**config.mk**
```make
export PLATFORM = sky130hd
export DESIGN_NAME = mem_arbiter
export DESIGN_NICKNAME = d
export VERILOG_FILES = /design/src/rtl/mem_arb_pkg.sv /design/src/rtl/arb_starve_cnt.sv /design/src/rtl/mem_arbiter.sv
export SDC_FILE = /design/constraint.sdc
export NUM_CORES = 1
export LEC_CHECK = 0
export BUFFER_PORTS_ARGS = -buffer_cell sky130_fd_sc_hd__buf_4
export CAP_MARGIN = 10
export CORE_AREA = 2 2 105 107
export CTS_BUF_LIST = sky130_fd_sc_hd__clkbuf_4 sky130_fd_sc_hd__clkbuf_8
export DETAILED_ROUTE_END_ITERATION = 10
export DIE_AREA = 0 0 107 109
export PLACE_DENSITY = 0.47
export SLEW_MARGIN = 10
export SYNTH_ARGS = -nofsm -noshare
export SYNTH_HDL_FRONTEND = slang
export SYNTH_SLANG_ARGS = --single-unit
export TNS_END_PERCENT = 1
```
**constraint.sdc**
```tcl
create_clock -name clk -period 2.1 [get_ports clk]
set_clock_uncertainty 0.1 [all_clocks]
set_input_delay 0.21 -clock clk [delete_from_list [all_inputs] [get_ports clk]]
set_output_delay 0.21 -clock clk [all_outputs]
set_load 0.05 [all_outputs]
```
**src/rtl/mem_arb_pkg.sv**
```systemverilog
// Shared types and constants for the two-port memory arbiter.
package mem_arb_pkg;

    localparam int unsigned ADDR_W         = 32;
    localparam int unsigned DATA_W         = 32;
    localparam int unsigned BE_W           = 4;
    localparam int unsigned STARVE_MAX_DEF = 4;

    localparam logic [ADDR_W-1:0] WORD_MASK = 32'hfffffffc;

    typedef enum logic [1:0] {
        OWN_NONE = 2'd0,
        OWN_INST = 2'd1,
        OWN_DATA = 2'd2
    } owner_t;

    // Counter width able to hold 0..max (at least one bit).
    function automatic int unsigned cnt_width(input int unsigned max);
        return (max < 1) ? 1 : $clog2(max + 1);
    endfunction

endpackage

```
**src/rtl/arb_starve_cnt.sv**
```systemverilog
// Saturating count of consecutive instruction-port denials.
module arb_starve_cnt
    import mem_arb_pkg::*;
#(
    parameter int unsigned MAX = STARVE_MAX_DEF,
    localparam int unsigned CW = cnt_width(MAX)
) (
    input  logic          clk,
    input  logic          reset,
    input  logic          inc,
    input  logic          clr,
    output logic [CW-1:0] count,
    output logic          at_max
);

    always_ff @(posedge clk or negedge reset) begin
        if (!reset) begin
            count <= '0;
        end else if (clr) begin
            count <= '0;
        end else if (inc && (count != CW'(MAX))) begin
            count <= count + CW'(1);
        end
    end

    assign at_max = (count == CW'(MAX));

endmodule

```
**src/rtl/mem_arbiter.sv**
```systemverilog
// Arbitrates an instruction port and a data port onto one single-ported word memory.
module mem_arbiter
    import mem_arb_pkg::*;
#(
    parameter int unsigned STARVE_MAX = STARVE_MAX_DEF
) (
    input  logic              clk,
    input  logic              reset,
    input  logic              i_req,
    input  logic [ADDR_W-1:0] i_addr,
    output logic              i_gnt,
    output logic              i_rvalid,
    output logic [DATA_W-1:0] i_rdata,
    input  logic              d_req,
    input  logic [ADDR_W-1:0] d_addr,
    input  logic [DATA_W-1:0] d_wdata,
    input  logic [BE_W-1:0]   d_byteen,
    output logic              d_gnt,
    output logic              d_rvalid,
    output logic [DATA_W-1:0] d_rdata,
    output logic [ADDR_W-1:0] mem_addr,
    output logic [DATA_W-1:0] mem_wdata,
    output logic [BE_W-1:0]   mem_byteen,
    output logic              mem_re,
    input  logic [DATA_W-1:0] mem_rdata
);

    localparam int unsigned CW = cnt_width(STARVE_MAX);

    logic          at_max;
    logic          starve_inc;
    logic          starve_clr;
    logic [CW-1:0] starve_count_unused;
    logic          d_write;
    owner_t        owner;
    logic          owner_wr;

    // Grant selection and memory command; everything held at zero during reset.
    always_comb begin
        i_gnt      = 1'b0;
        d_gnt      = 1'b0;
        d_write    = 1'b0;
        mem_addr   = '0;
        mem_wdata  = '0;
        mem_byteen = '0;
        mem_re     = 1'b0;
        if (reset) begin
            i_gnt   = i_req && (!d_req || at_max);
            d_gnt   = d_req && !i_gnt;
            d_write = d_gnt && (d_byteen != '0);
            if (i_gnt) begin
                mem_addr = i_addr & WORD_MASK;
                mem_re   = 1'b1;
            end else if (d_gnt) begin
                mem_addr = d_addr & WORD_MASK;
                if (d_write) begin
                    mem_wdata  = d_wdata;
                    mem_byteen = d_byteen;
                end else begin
                    mem_re = 1'b1;
                end
            end
        end
    end

    assign starve_inc = i_req && !i_gnt;
    assign starve_clr = !starve_inc;

    arb_starve_cnt #(
        .MAX (STARVE_MAX)
    ) u_starve (
        .clk    (clk),
        .reset  (reset),
        .inc    (starve_inc),
        .clr    (starve_clr),
        .count  (starve_count_unused),
        .at_max (at_max)
    );

    // Owner of the access whose response appears next cycle.
    always_ff @(posedge clk or negedge reset) begin
        if (!reset) begin
            owner    <= OWN_NONE;
            owner_wr <= 1'b0;
            i_rvalid <= 1'b0;
            d_rvalid <= 1'b0;
        end else begin
            owner    <= i_gnt ? OWN_INST : (d_gnt ? OWN_DATA : OWN_NONE);
            owner_wr <= d_write;
            i_rvalid <= i_gnt;
            d_rvalid <= d_gnt;
        end
    end

    assign i_rdata = (owner == OWN_INST) ? mem_rdata : '0;
    assign d_rdata = ((owner == OWN_DATA) && !owner_wr) ? mem_rdata : '0;

endmodule

```
==> impl_metrics.tcl, run 1 <==
set metrics [dict create \
    die_area_um2 11660 \
    number_of_different_library_cells_in_the_post_synthesis_netlist 24 \
    total_length_of_routed_wires_mm 7.915 \
    synth_largest_area_cell "and2_1" \
    setup.worst_path.class "register to primary output" \
    comb_power_share_pct 73.9 \
    mean_number_of_vias_per_cell 3.915 \
    routability_cong 0.7670 \
    fp.dieH_um 109 \
    syn-cell-area_um2 1338 \
    switching_power_share_of_the_total_pct 47.19 \
    asyncSetResetFlopFracSynth_pct 100.0 \
    antenna_violations_before_repair 0 \
    register_bit_total_from_synthesis 7 \
    horizontal_die_dimension_um 107 \
    synth_cells 183 \
    timing.critical_path.cells "inv_2 -> ha_4 -> nand2_4 -> a21oi_4 -> buf_12 -> buf_12 -> a22o_1 -> buf_6" \
    grt_start_max_net_pins 36 \
    yosys_warnings 0 \
    setup_viol 0 \
    synth.top_cells.by_area "and2_1 (47%), a22o_1 (20%), dfrtp_1 (13%)" \
    hold_path.class "input port to register" \
    cpMostUsedCell "buf_12" \
    finalWorstPathRequiredPeriod_ps 2088 \
    power_leakage_nw 2.088 \
    synth-edff-count 0 \
    dr_total_vias 2306 \
    floorplan.rows 38 \
    crit_arrival_ps 1780 \
    start_util_pct 12.62 \
    cts_htree_levels 1 \
    critical-path-slowest-cell "dfrtp_1" \
    cts.sink_count 7 \
    setup.worst_path.start_class "register" \
    cp_slowest_stage_delay_ps 400 \
    final_std_cell_area_no_fill_um2 3840 \
    synthFlopType "dfrtp_1" \
    post_drt_wl_per_cell_um 13.44 \
    cts-buffers-inserted 3 \
    grt_setup_unrepaired "yes" \
    internal-power_mw 0.7020 \
    synth.yosys.seq_area_share_pct 13.10 \
    postSynthAreaPerCell_um2 7.309 \
    max-vdd-ir-drop_uv 228.6 \
    tritoncts "done" \
    first_global_vias 2041 \
    yosys.cell_count.top_type "and2_1" \
    diodes 0 \
    worst_skew_pair_latency_ps 220 \
    fmax_mhz 478.9 \
    fill_cells 1093 \
    cellPowerDensity_nw_per_um2 346.2 \
    floorplan.core_area_um2 10600 \
    cts.path.max_buffers 2 \
    min_period_over_period_pct 99.43 \
    final_cell_count_no_fill 589 \
    drc 0 \
    placedInstanceArea_um2 3522 \
    share_seq_of_total_power_pct 11.2 \
    maxcap_viol_count 0 \
    synth_common_cells "and2_1 (100), a22o_1 (30), buf_2 (10)" \
    portBuffers 266 \
    cts-root-buf "clkbuf_8" \
    final_net_count 588 \
    drt_iter0_markers 85 \
    timing.critical_path.fanout_max 7 \
    grt_usage_pct 11.84 \
    switching_power_mw 0.6273 \
    drive_gt1_share_pct 65.48 \
    pin_count 273 \
    synthDominantCellAreaShare_pct 46.77 \
    outcome "finished, final reports clean" \
    clock_power_share_pct 14.9 \
    drtAntennaViolNets 0 \
    clk_pin_slew_ps 40 \
    cell_count_after_placement 579 \
    setup.worst_path.end_class "primary output" \
    regToRegSetupSlack_ps 710 \
    maxSlewViolCount 0 \
    iteration_count_of_the_initial_detailed_routing_pass 4 \
    area_growth_syn_to_layout_pct 187.1 \
    critical_path_required_ps 1790 \
    place_hpwl_mm 6.384 \
    gr-total-overflow 0 \
    grt_first_pass_wirelength_mm 11.03 \
    hold_viol 0 \
]
-- state kept, by name (all words and copies together), names as in the netlist --
| signal | flops |
|---|---|
| owner_wr | 1 |
| u_starve.count | 3 |
| owner | 2 |
| d_rvalid | 1 |
-- worst max-delay path: cells and delay by family (launching register included) --
family / cells / cell delay [ps]
buf+inv: 4 / 520
flops: 1 / 400
simple gates: 1 / 70
fa+ha+maj: 1 / 170
compound gates: 2 / 390
-- stage by stage --
stage / util (%) / total power [mW] / setup TNS (ps) / hold slack, ps / setup WS, ps
after floorplan: - / 0.6798 / -550.6 / -185.6 / -75.19
after global placement: 33.22 / 1.070 / 0 / -49.16 / 120.2
after detailed placement: 33.22 / 1.072 / 0 / -46.81 / 107.3
after CTS: 35.45 / 1.320 / 0 / 172.4 / 11.54
after global routing: 36.22 / 1.393 / -393.7 / 194.1 / -45.41
final: 36.22 / 1.329 / 0 / 178.2 / 12.01
-- cell type report --
class	instances	area, um^2	area share [%]
well taps	140	175.2	4.562
repair buffers	279	2311	60.18
clock buffers	4	48.80	1.271
flip-flops and latches	7	175.2	4.562
inverters	2	7.507	0.1955
multi-input cells	157	1122	29.23
-- cell families after synthesis --
group           after synthesis  share of synthesized area (%)
simple gates                113                          51.45
compound gates               39                          25.35
buf+inv                      20                          7.109
flops                         7                          13.10
fa+ha+maj                     2                          1.871
mux                           1                         0.8418
other cells                   1                         0.2804
-- path summary, 6_finish.rpt --
| path | cells past startpoint | startpoint | to |
|---|---|---|---|
| setup / recovery | 8 | u_starve.count[0] | mem_addr[24] |
| hold / removal | 2 | i_req | owner[1] |
| setup reg to reg | 5 | u_starve.count[0] | u_starve.count[2] |
| hold reg to reg | 2 | u_starve.count[1] | u_starve.count[1] |
| max in group asynchronous | 2 | reset | owner_wr |
| min in group asynchronous | 2 | reset | u_starve.count[0] |
-- cell usage in the layout, fill, tap and decap left out --
cell	netlist	layout
buf_16	0	2
dlygate4sd3_1	0	1
mux2_2	1	1
buf_4	2	240
buf_6	0	31
o22ai_1	2	2
nand2b_1	1	1
a31oi_1	1	1
a21oi_1	1	1
nand2_4	0	1
ha_1	2	1
nor3b_2	0	1
and2_1	100	100
a31o_1	1	1
a311oi_2	1	1
clkbuf_4	0	1
ha_4	0	1
nor4_1	1	1
conb_1	1	2
a22o_1	30	27
a31oi_2	1	1
a22o_4	0	2
nand2_1	8	7
nor2b_1	1	1
o211ai_1	1	1
or2_1	1	1
clkbuf_8	0	3
buf_12	0	4
dfrtp_1	7	7
inv_2	0	2
a21oi_4	0	1
buf_8	0	1
a22o_2	0	1
-- power by group through the flow --
| stage | Clock [mW] | Combinational (mW) | Sequential, mW |
|---|---|---|---|
| 6_report | 0.198 | 0.982 | 0.149 |
| 5_1_grt | 0.215 | 1.03 | 0.150 |
| 4_1_cts | 0.203 | 0.968 | 0.149 |
| 3_5_place_dp | 0 | 0.922 | 0.150 |
| 3_3_place_gp | 0 | 0.920 | 0.150 |
| 2_1_floorplan | 0 | 0.525 | 0.155 |
-- per-layer routing --
| metal | track usage (%) | part of all wire [%] | wire length [um] | vias up |
|---|---|---|---|---|
| li1 | - | - | - | 1142 |
| met1 | 13.21 | 36 | 2879 | 1044 |
| met2 | 23.16 | 55 | 4383 | 112 |
| met3 | 2.929 | 7.2 | 568 | 8 |
| met4 | 1.484 | 1.1 | 84 | 0 |
| met5 | 0 | 0 | 0 | - |
-- timing repair --
item                                   in CTS  in global routing
hold buffers                                1                  0
resized for setup                          26                 18
pin swaps                                   1                 25
setup buffers                               1                  2
cloned                                      2                  0
endpoints found under the hold margin       7                  0
setup endpoints to repair                  36                 30
(Power assumes the default switching activity.)
==> run 2, diff against run 1 <==
- CORE_AREA: 2 2 105 107 -> 2 2 106 108
- CTS_BUF_LIST: sky130_fd_sc_hd__clkbuf_4 sky130_fd_sc_hd__clkbuf_8 -> sky130_fd_sc_hd__clkbuf_4 sky130_fd_sc_hd__clkbuf_8 sky130_fd_sc_hd__clkbuf_16
- DIE_AREA: 0 0 107 109 -> 0 0 108 110
- PLACE_DENSITY: 0.47 -> 0.48
- clock period: 2.1 -> 1.8 ns (I/O delays scaled with it)
==> run 2 against run 1 <==
  * The flow now finishes with violations (setup timing)
  * Register-to-register slack worse by 320 ps
  * Combinational power grew 24%
  * Core utilization is 2.2 points higher
  * Sequential power grew 17%
  * Global-route usage fell by 0.31 points
  * Sequential cell count did not move
  * Final cell count rose by 0.68%
  * Count of clock-buffer cells in the layout stayed put
  * Critical path type unchanged
  * Critical path depth decreased by 1
  * Sequential share of layout area is 0.30 points lower
  * Clock power up 18%
  * Die area grew 1.9%
==> impl_metrics.tcl, run 2 (synthesized netlist as in run 1, its figures left out) <==
set metrics [dict create \
    final_std_cell_area_no_fill_um2 4113 \
    setup.worst_path.end_class "primary output" \
    fin_hold_ws_ps 184.7 \
    iteration_count_of_the_initial_detailed_routing_pass 4 \
    max-vdd-ir-drop_uv 202.2 \
    antenna_violations_before_repair 0 \
    outcome "finished, violations left" \
    drive_gt1_share_pct 73.29 \
    hold_viol 0 \
    portBuffers 266 \
    timing.critical_path.fanout_max 36 \
    dp_worst_setup_slack_ps -57.23 \
    setup.worst_path.class "register to primary output" \
    comb_power_share_pct 74.9 \
    clk_pin_slew_ps 40 \
    uppermost_routed_layer "met4" \
    largest_register_ffs 3 \
    total_length_of_routed_wires_mm 7.941 \
    finalWorstPathRequiredPeriod_ps 1976 \
    drtAntennaViolNets 0 \
    horizontal_die_dimension_um 108 \
    mean_number_of_vias_per_cell 3.944 \
    cts-buffers-inserted 3 \
    finish.utilization_pct 38.44 \
    cellPowerDensity_nw_per_um2 395.1 \
    final_cell_mix "buf_4 (207), and2_1 (92), buf_6 (53), a22o_2 (28), buf_8 (15)" \
    tritoncts "done" \
    cts_htree_levels 1 \
    final_net_count 592 \
    top_regs "u_starve.count x3, owner x2" \
    floorplan.core_area_um2 10700 \
    share_seq_of_total_power_pct 10.7 \
    switching_power_mw 0.7525 \
    grt_start_max_net_pins 37 \
    drc 0 \
    regToRegSetupSlack_ps 390 \
    grt_setup_unrepaired "yes" \
    critical-path-slowest-cell "dfrtp_1" \
    totalPowerFinal_mw 1.625 \
    post_drt_wl_per_cell_um 13.39 \
    grt_usage_pct 11.53 \
    cts-root-buf "clkbuf_8" \
    cp_slowest_stage_delay_ps 360 \
    cts.sink_count 7 \
    fp.dieH_um 110 \
    placedInstanceArea_um2 3632 \
    cp_num_buf_inv 4 \
    internal-power_mw 0.8723 \
    dr_total_vias 2339 \
    maxcap_viol_count 0 \
    met1Wirelength_mm 2.987 \
    first_global_vias 2276 \
    gr-total-overflow 0 \
    fin_tns_setup_ps -8652 \
    critical_path_required_ps 1520 \
    setup.worst_path.start_class "register" \
    crit_arrival_ps 1700 \
    floorplan.rows 38 \
    met3_wirelength_um 829 \
    area_growth_syn_to_layout_pct 207.5 \
    regMostFlops "u_starve.count" \
    cts.path.max_buffers 2 \
    diodes 0 \
    worst_skew_pair_latency_ps 230 \
    grt_first_pass_wirelength_mm 11.04 \
    power_leakage_nw 2.167 \
    place_hpwl_mm 6.494 \
    cell_count_after_placement 585 \
    switching_power_share_of_the_total_pct 46.31 \
    clock_power_share_pct 14.4 \
    final_cell_count_no_fill 593 \
    die_area_um2 11880 \
    start_util_pct 12.50 \
    layout.cells.most_common "buf_4" \
    wl_met2_mm 4.022 \
    min_period_over_period_pct 109.8 \
    pin_count 273 \
    drt_iter0_markers 81 \
    setup_viol 68 \
    critical_path.top_delay_family "buffers and inverters" \
    layout_setup_ws_ps -175.8 \
    fmax_mhz 506.1 \
    maxSlewViolCount 0 \
    hold_path.class "input port to register" \
    failing_checks "setup timing" \
    routability_cong 0.7643 \
    timing.critical_path.cells "inv_2 -> ha_4 -> buf_4 -> a31oi_4 -> buf_12 -> a22o_2 -> buf_6" \
]
-- run 2: cell count changes in the layout (fill, tap and decap cells not counted), sizes merged --
cell | previous run | this run
buf | 278 | 282
-- run 2: repair_timing --
| item | 4_1_cts | 5_1_grt |
|---|---|---|
| hold buffers | 1 | 0 |
| cloned | 1 | 0 |
| hold endpoints to repair | 7 | 0 |
| setup endpoints to repair | 69 | 72 |
| buffers inserted | 2 | 0 |
| pin swaps | 1 | 5 |
| resized for setup | 80 | 19 |
-- run 2: worst min-delay path, cell delays in order --
cell	delay (ps)
buf_4	160
o211ai_1	90
a21oi_1	40
-- run 2: area by class of cell --
class	instances	area, um^2
fill	1090	6585
timing repair buffer	283	2534
multi-input combinational	157	1172
sequential	7	175.2
tap	140	175.2
clock buffer	4	48.80
inverter	2	7.507
-- run 2: final timing paths --
path	endpoint	depth (start not counted)	startpoint
worst max-delay path	mem_addr[22]	7	u_starve.count[0]
min in group asynchronous	u_starve.count[1]	3	reset
worst max register to register	u_starve.count[0]	6	u_starve.count[0]
worst min-delay path	u_starve.count[2]	3	i_req
max in group asynchronous	owner_wr	3	reset
worst min register to register	u_starve.count[1]	3	u_starve.count[1]
-- run 2: per-layer routing --
layer | track usage, % | vias up
li1 | - | 1150
met1 | 12.92 | 1040
met2 | 21.74 | 139
met3 | 3.292 | 10
met4 | 2.289 | 0
met5 | 0 | -
-- run 2: power groups by stage --
| stage | sequential, mW | clock [mW] | combinational (mW) |
|---|---|---|---|
| 2_1_floorplan | 0.181 | 0 | 0.624 |
| 3_3_place_gp | 0.174 | 0 | 1.11 |
| 5_1_grt | 0.175 | 0.250 | 1.27 |
| 4_1_cts | 0.173 | 0.241 | 1.21 |
| 3_5_place_dp | 0.174 | 0 | 1.11 |
| 6_report | 0.174 | 0.234 | 1.22 |
